[config.mk]
export PLATFORM = sky130hd
export DESIGN_NAME = tomasulo_fetch_issue
export DESIGN_NICKNAME = d
export VERILOG_FILES = /design/src/rtl/tomasulo_fetch_issue.sv
export SDC_FILE = /design/constraint.sdc
export NUM_CORES = 1
export LEC_CHECK = 0
export BUFFER_PORTS_ARGS = -buffer_cell sky130_fd_sc_hd__buf_2
export CORE_MARGIN = 2
export CORE_UTILIZATION = 54
export DETAILED_ROUTE_END_ITERATION = 8
export PLACE_DENSITY = 0.79
export SLEW_MARGIN = 20
export SYNTH_ARGS = -nofsm -noshare
export SYNTH_HDL_FRONTEND = slang
export SYNTH_SLANG_ARGS = --single-unit
[constraint.sdc]
create_clock -name clk1 -period 4.5 [get_ports clk1]
set_input_delay 0.9 -clock clk1 [delete_from_list [all_inputs] [get_ports clk1]]
set_output_delay 0.9 -clock clk1 [all_outputs]
set_load 0.02 [all_outputs]
[src/rtl/tomasulo_fetch_issue.sv]
// Tomasulo front end: 32x16 instruction store, one-entry fetch register and the issue stage.
// Issue allocates a ROB entry and an RS slot, reads rename tags for rs1/rs2 and renames rd.
module tomasulo_fetch_issue (
    input  logic        clk1,
    input  logic        rst,
    input  logic        prog_we,
    input  logic [4:0]  prog_addr,
    input  logic [15:0] prog_data,
    input  logic [4:0]  pc,
    input  logic        fetch_en,
    input  logic        commit,
    input  logic        rs_free,
    input  logic [1:0]  rs_free_unit,
    input  logic [1:0]  rs_free_slot,
    output logic [15:0] inst,
    output logic        issue_ok,
    output logic        stall,
    output logic [1:0]  issue_unit,
    output logic [1:0]  issue_slot,
    output logic [2:0]  issue_rob,
    output logic [3:0]  issue_rs1_tag,
    output logic [3:0]  issue_rs2_tag,
    output logic [3:0]  rob_count
);
    localparam logic [1:0] UnitAdd = 2'd0;
    localparam logic [1:0] UnitMul = 2'd1;
    localparam logic [1:0] UnitBr  = 2'd2;
    localparam logic [1:0] UnitLs  = 2'd3;

    logic [15:0] mem_q [32];
    logic        valid_q;
    logic [15:0] inst_q;
    logic [3:0]  rob_dest_q [8];
    logic [7:0]  rob_wr_q;
    logic [2:0]  head_q;
    logic [2:0]  tail_q;
    logic [3:0]  count_q;
    logic [3:0]  rs_busy_q [4];
    logic [15:0] ren_busy_q;
    logic [2:0]  ren_tag_q [16];

    logic [3:0] func;
    logic [3:0] rs1;
    logic [3:0] rs2;
    logic [3:0] rd;
    logic       legal;
    logic       writes_rd;
    logic [1:0] unit;
    logic [1:0] slot;
    logic [3:0] free_vec;
    logic       slot_found;
    logic       commit_ok;
    logic [3:0] head_dest;
    logic [3:0] free_mask;

    // Slots that physically exist in each unit.
    function automatic logic [3:0] unit_mask(input logic [1:0] u);
        case (u)
            UnitAdd, UnitMul: unit_mask = 4'b0111;
            UnitBr:           unit_mask = 4'b0011;
            default:          unit_mask = 4'b1111;
        endcase
    endfunction

    always_comb begin
        func      = inst_q[15:12];
        rs1       = inst_q[11:8];
        rs2       = inst_q[7:4];
        rd        = inst_q[3:0];
        legal     = ~func[3];
        writes_rd = ~func[2] | (func[1:0] == 2'b00);
        unit      = UnitAdd;
        case (func[2:1])
            2'b00:   unit = UnitAdd;
            2'b01:   unit = UnitMul;
            2'b10:   unit = UnitLs;
            default: unit = UnitBr;
        endcase
        free_vec   = ~rs_busy_q[unit] & unit_mask(unit);
        slot_found = |free_vec;
        slot       = 2'd0;
        for (int i = 3; i >= 0; i--) begin
            if (free_vec[i]) slot = 2'(i);
        end
        issue_ok  = valid_q & legal & ~count_q[3] & slot_found;
        stall     = valid_q & legal & ~issue_ok;
        commit_ok = commit & (count_q != 4'd0);
        head_dest = rob_dest_q[head_q];
        free_mask = unit_mask(rs_free_unit);

        inst          = inst_q;
        issue_unit    = unit;
        issue_slot    = slot;
        issue_rob     = tail_q;
        issue_rs1_tag = ren_busy_q[rs1] ? {1'b1, ren_tag_q[rs1]} : 4'd0;
        issue_rs2_tag = ren_busy_q[rs2] ? {1'b1, ren_tag_q[rs2]} : 4'd0;
        rob_count     = count_q;
    end

    always_ff @(posedge clk1) begin
        if (prog_we) mem_q[prog_addr] <= prog_data;
    end

    always_ff @(posedge clk1) begin
        if (rst) begin
            valid_q    <= 1'b0;
            inst_q     <= 16'd0;
            head_q     <= 3'd0;
            tail_q     <= 3'd0;
            count_q    <= 4'd0;
            ren_busy_q <= 16'd0;
            for (int u = 0; u < 4; u++) rs_busy_q[u] <= 4'd0;
        end else begin
            if (!stall) begin
                if (fetch_en) begin
                    inst_q  <= mem_q[pc];
                    valid_q <= 1'b1;
                end else begin
                    valid_q <= 1'b0;
                end
            end
            if (rs_free && free_mask[rs_free_slot]) rs_busy_q[rs_free_unit][rs_free_slot] <= 1'b0;
            if (issue_ok) rs_busy_q[unit][slot] <= 1'b1;
            if (commit_ok) begin
                // Only clear if no younger writer has re-renamed the register.
                if (rob_wr_q[head_q] && ren_busy_q[head_dest] && ren_tag_q[head_dest] == head_q)
                    ren_busy_q[head_dest] <= 1'b0;
                head_q <= head_q + 3'd1;
            end
            if (issue_ok) begin
                rob_dest_q[tail_q] <= rd;
                rob_wr_q[tail_q]   <= writes_rd;
                tail_q             <= tail_q + 3'd1;
                if (writes_rd) begin
                    ren_busy_q[rd] <= 1'b1;
                    ren_tag_q[rd]  <= tail_q;
                end
            end
            count_q <= count_q + {3'b000, issue_ok} - {3'b000, commit_ok};
        end
    end
endmodule

# [Word-level counts from Yosys, hierarchy flattened]
# Memory sizes are Yosys's and may differ from the RTL's. A register that Yosys moved wholly into a read port is not among the register bits.
# Cells that the tools add are included.
[word_totals] ff_bits=35 ram_bits=608 in_bits=36 out_inout_bits=37 elab_cells=130 memories=4
[memory_table] name="mem_q" depth=32 word_bits=16 rd=1 rd_ports_with_merged_regs=1 wr=1 line="30" text="logic [15:0] mem_q [32];"
[memory_table] name="ren_tag_q" depth=16 word_bits=3 rd=3 rd_ports_with_merged_regs=0 wr=1 line="40" text="logic [2:0] ren_tag_q [16];"
[memory_table] name="rob_dest_q" depth=8 word_bits=4 rd=1 rd_ports_with_merged_regs=1 wr=1 line="33" text="logic [3:0] rob_dest_q [8];"
[memory_table] name="rs_busy_q" depth=4 word_bits=4 rd=1 rd_ports_with_merged_regs=0 wr=4 line="38" text="logic [3:0] rs_busy_q [4];"
[classes] addsub=4 order_cmp=13 eq_ne=7 mux=59 n_bitwise=17 n_reduce_logical=20
[op_table] op="$mux 16" count=5
[op_table] op="$mux 4" count=8
[op_table] op="$mux 1" count=24
[op_table] op="$lt 4x5->1 const B" count=4
[op_table] op="$and 16x16->16" count=1
[op_table] op="$not 16->16" count=1
[op_table] op="$or 16x16->16" count=1
[op_table] op="$pmux 4 s2" count=2
[op_table] op="$bmux 1 s4" count=3
[op_table] op="$mux 2" count=6
[op_table] op="$reduce_or 4->1" count=3
[op_table] op="$bwmux 8" count=1
[op_table] op="$demux 1 s4" count=2
[op_table] op="$ge 4x1->1 const B" count=2
[op_table] op="$logic_and 1x1->1" count=8
[op_table] op="$logic_not 2->1" count=4
[op_table] op="$lt 3x4->1 const B" count=2
[op_table] op="$add 3x1->3 const B" count=2
[op_table] op="$eq 2x1->1 const B" count=3
[op_table] op="$eq 2x2->1 const B" count=3
[op_table] op="$lt 2x3->1 const B" count=2
[op_table] op="$mux 3" count=2
[op_table] op="$not 1->1" count=6
[op_table] op="$pmux 2 s3" count=1
[op_table] op="16 further kinds" count=24

# [Depth between registers and ports, before layout]
[depth] ltp_word=17 depth_mapped=13 mapped_depth_nobuf=12

# [Worst setup path before layout]
# Ideal clock, no wire load.
[synth_path] path_kind="reg2reg" startpoint="register inst_q[13], in the netlist inst[13], read port of mem_q" endpoint="memory ren_tag_q[0][0] (enable)" setup_time_ns=0.345 arrival_time_ns=3.274 required_ns=4.155 setup_slack_ns=0.881 path_stages_with_launch=10 path_buffers=1 synth_period_minus_slack_ns=3.619 cell_sequence="dfxtp_1 -> inv_1 -> ha_1 -> mux4_2 -> o22ai_1 -> o21ai_1 -> nand2b_1 -> clkbuf_1 -> or4_1 -> nor3_1"
[synth_between] elab_chain_cells=11 elab_cells_between_ends=20 classes_between="eq/ne (4); mux (6); bitwise (4); reduce/logical (5); memory (1)"
[synth_rtl] item="start, declared" line="32" text="logic [15:0] inst_q;"
[synth_rtl] item="$eq 2x2->1, or another cell as far along" line="73" text="case (func[2:1])"
[synth_rtl] item="$pmux 2 s3 (*)" line="73"
[synth_rtl] item="named net issue_unit[0]" line="18" text="output logic [1:0] issue_unit,"
[synth_rtl] item="$eq 2x1->1 or $logic_not 2->1 (tied branches)" line="58" text="case (u)"
[synth_rtl] item="$reduce_or 2->1" line="58"
[synth_rtl] item="$pmux 4 s2" line="58"
[synth_rtl] item="$and 4x4->4 (*)" line="79" text="free_vec = ~rs_busy_q[unit] & unit_mask(unit);"
[synth_rtl] item="$reduce_or 4->1 (*)" line="80" text="slot_found = |free_vec;"
[synth_rtl] item="$and 1x1->1 (*)" line="85" text="issue_ok = valid_q & legal & ~count_q[3] & slot_found;"
[synth_rtl] item="$mux 1 (*)" line="130" text="if (issue_ok) begin"
[synth_rtl] item="$mux 1 (*)" line="105" text="if (rst) begin"
[synth_rtl] item="$mux 1 (not written as such) (*)" line="136" text="ren_tag_q[rd] <= tail_q;"
[synth_rtl] item="end, declared" line="40"
# Mark *: on every way through the listed nets, which the timed path passes. The rest lies on a longest branch.

# [Worst setup path after layout]
[layout_path] startpoint="register inst_q[13], in the netlist inst[13], read port of mem_q" endpoint="output stall"
[layout_between] elab_chain_cells=10 elab_cells_between_ends=16 classes_between="eq/ne (4); mux (2); bitwise (5); reduce/logical (4); memory (1)"
[layout_rtl] item="$eq 2x2->1, or another cell as far along" line="73"
[layout_rtl] item="$pmux 2 s3 (*)" line="73"
[layout_rtl] item="$eq 2x1->1 or $logic_not 2->1 (tied branches)" line="58"
[layout_rtl] item="$reduce_or 2->1" line="58"
[layout_rtl] item="$pmux 4 s2" line="58"
[layout_rtl] item="$and 4x4->4 (*)" line="79"
[layout_rtl] item="$reduce_or 4->1 (*)" line="80"
[layout_rtl] item="$and 1x1->1 (*)" line="85"
[layout_rtl] item="$not 1->1 (*)" line="86" text="stall = valid_q & legal & ~issue_ok;"
[layout_rtl] item="$and 1x1->1 (*)" line="86"
[layout_rtl] item="end, declared" line="17" text="output logic stall,"
# Every way passes the cells marked *; elsewhere a longest branch is shown, timed or not.

==> impl_metrics.ini <==
[status]
outcome = finished, final reports clean

[worst_setup_path]
worstSetupEndpointType = output port
cpPeakStageDelay_ns = 0.60
cp_num_buf_inv = 3
r2r_start = inst[13]
cp_top_family = simple AND/OR/NAND/NOR gates
reg2reg_slack_ns = 0.56
crit_slowest_cell = mux4_2
crit_top_cell = inv_1
critPathRequiredTime_ns = 3.60
crit_fanout = 7
arrival_ns = 3.09
cp.depth = 9
path_cells = inv_1, ha_1, nor2_1, mux4_2, nand2_1, o21ai_1, nand2b_1, inv_1, buf_2
worstSetupStartpointType = flip-flop
cp-startpoint = inst[13]
reg2reg_depth = 9
reg2reg_to = ren_tag_q[0][2]
crit_end = stall
crit_type = flip-flop to output port

[final_layout]
fill_cells = 3399
fin_util_pct = 61.8
antenna_cells = 0
areaGrowthSynthToFinish_pct = 13.5
nets = 1571
drive_gt1_share_pct = 30.8

[floorplan]
die_y_um = 228
top_level_ports = 73
die_area_mm2 = 0.0521
rows = 82
placeableCoreArea_mm2 = 0.0499
start_util_pct = 54.4
die_w_um = 228

[sta]
slew_viol_final = 0
setup_viol = 0
tightest_slew_ns = 1.20
rsz0062_at_grt = no
max_freq_mhz = 251
hold_viol = 0
relSlewSlack_pct = 20.0
fin_crit_ns = 3.99
finalCritPeriodShare_pct = 88.6
skew_ns = 0.0272
finalWorstSetupSlack_ns = 0.515
finalSetupTns_ns = 0
holdWs_ns = 0.475

[power]
finalPower_mw = 14.0
p_sw_share_pct = 23.8
p_comb_share_pct = 11.2
power_frac_clock_pct = 39.1
switching_power_mw = 3.35
pwr-share-seq_pct = 49.8
ir_drop_mv = 0.405
p_per_area_mw_per_mm2 = 456
p_int_mw = 10.7
leakagePower_nw = 9.92

[hold_path]
min-delay-path-class = flip-flop to flip-flop

[clock_tree]
clk_path_buf_depth = 3
cts_resized = 0
cts_tree = done
cts_root_buffer = clkbuf_16
numCtsBuffers = 67
cts_sinks = 662
cts_setup_buffers = 0
ctsHoldBuffers = 0
clk_pin_slew_worst_paths_ns = 0.06
cts-htree-levels = 3
insertion_delay_ns = 0.60

[grt]
antenna_found_initial = 2
grt.total_usage_pct = 25.1
grt_pass1_wl_um = 95600
grt_max_degree = 71
grt_overflow = 0
grt_pass1_vias = 15000

[logic_synthesis]
ys_ff_latch = 662
syn_area_per_cell_um2 = 19.5
synth_nets = 1444
synth_ff_type = edfxtp_1
yosys_warnings = 0
synthCells = 1394
synth_area_mm2 = 0.0271
ys_async_sr_fraction_pct = 0
synth_enable_flop_cells = 600
synth_cell_types = 58
synth-seq-area-share_pct = 71.0

[detailed_routing]
drt_iter0_markers = 1689
viasPerCell = 6.45
dr.max_layer_used = met5
first_pass_iters = 5
wl_met1_um = 23800
wl_per_cell_um = 28.6
num_vias = 14500
ant_nets = 0
wl_met2_um = 32700
drt-total-wl_um = 64100
drc = 0
wl_met3_um = 5260

[job]
drv_cap = 0

[placed_design]
dpl.hpwl_um = 38200
port_buffers = 72
place_ws_ns = 0.594
globalplace.congestion = 0.884
==> placed cells by master (no fill, tap or decap), drive strengths merged, types with 5 or more instances in the layout <==
master	count
ha	13
clkinv	23
clkbuf	88
a21oi	33
buf	130
nand2b	11
inv	28
edfxtp	600
nor2	95
xor2	5
bufinv	6
a32o	8
nor3	12
nand4	7
nor2b	8
mux2i	29
nor3b	11
nand3b	11
dfxtp	62
nor4	21
mux4	220
a211oi	16
nand2	51
and2	9
nand3	12
o21ai	8
==> per-stage QoR <==
step           instance area [µm²]  instances
4_1_cts                      30800       2244
2_1_floorplan                27100       1394
5_1_grt                      30800       2244
3_5_place_dp                 28600       2124
6_report                     30800       2244
3_3_place_gp                 28600       2124
==> state kept, by name, summed over array words and instances, names as in the netlist, 4 cells and up, named ones only <==
| signal | count |
|---|---|
| ren_busy_q | 16 |
| rob_count | 4 |
| inst | 16 |
| rs_busy_q | 16 |
| rob_dest_q | 32 |
| rob_wr_q | 8 |
| ren_tag_q | 48 |
| mem_q | 512 |
==> Yosys cell counts (12+ instances only) <==
master	count	share of area [%]
ha_1	13	0.60
nor3_1	12	0.22
edfxtp_1	600	66
dfxtp_1	62	4.6
buf_1	14	0.19
a21oi_1	33	0.61
clkbuf_1	53	0.73
nor4_1	21	0.48
nor2_1	95	1.3
mux4_2	220	18
inv_1	23	0.32
nand2_1	51	0.71
nand3_1	12	0.22
a211oi_1	16	0.44
mux2i_1	29	1.1
==> cells by family (layout without fill, tap and decap cells) <==
logic type | count (synthesis) | in the layout | share of synthesized area (%)
flops | 662 | 662 | 71.0
simple gates | 263 | 263 | 4.81
fa+ha+maj | 14 | 14 | 0.673
compound gates | 95 | 95 | 2.37
xor+xnor | 8 | 8 | 0.258
mux | 252 | 252 | 19.5
buf+inv | 100 | 278 | 1.47
==> area by class of cell <==
class	count	area, µm²	share of cell area, %
flip-flops and latches	662	19300	62.5
well taps	672	841	2.73
clock inverters	33	355	1.15
repair buffers	131	865	2.81
clock buffers	87	1800	5.86
inverters	27	101	0.329
multi-input cells	632	7570	24.6
==> how the worst min path moves through the flow <==
stage,from,endpoint,slack [ns],cells after the start
floorplan,rs_busy_q[0][3],rs_busy_q[0][3],0.43,1
global placement,rs_busy_q[0][3],rs_busy_q[0][3],0.46,1
detailed placement,rs_busy_q[3][0],rs_busy_q[3][0],0.45,1
CTS,rs_busy_q[3][0],rs_busy_q[3][0],0.48,1
global route,rs_busy_q[0][3],rs_busy_q[0][3],0.50,1
finish,rs_busy_q[0][3],rs_busy_q[0][3],0.48,1
==> power by group through the flow <==
stage               clock [mW]  sequential (mW)  combinational (mW)
finish                    5.48             6.98                1.57
global route              5.77             7.00                1.68
CTS                       5.55             6.98                1.57
detailed placement           0             7.11                1.56
global placement             0             7.10                1.52
floorplan                    0             7.07                1.08
==> per-layer routing <==
metal	global-route usage [%]	vias up
li1	-	6017
met1	33.0	7508
met2	42.5	767
met3	4.55	172
met4	9.33	2
met5	0	-
(Power assumes the default switching activity.)
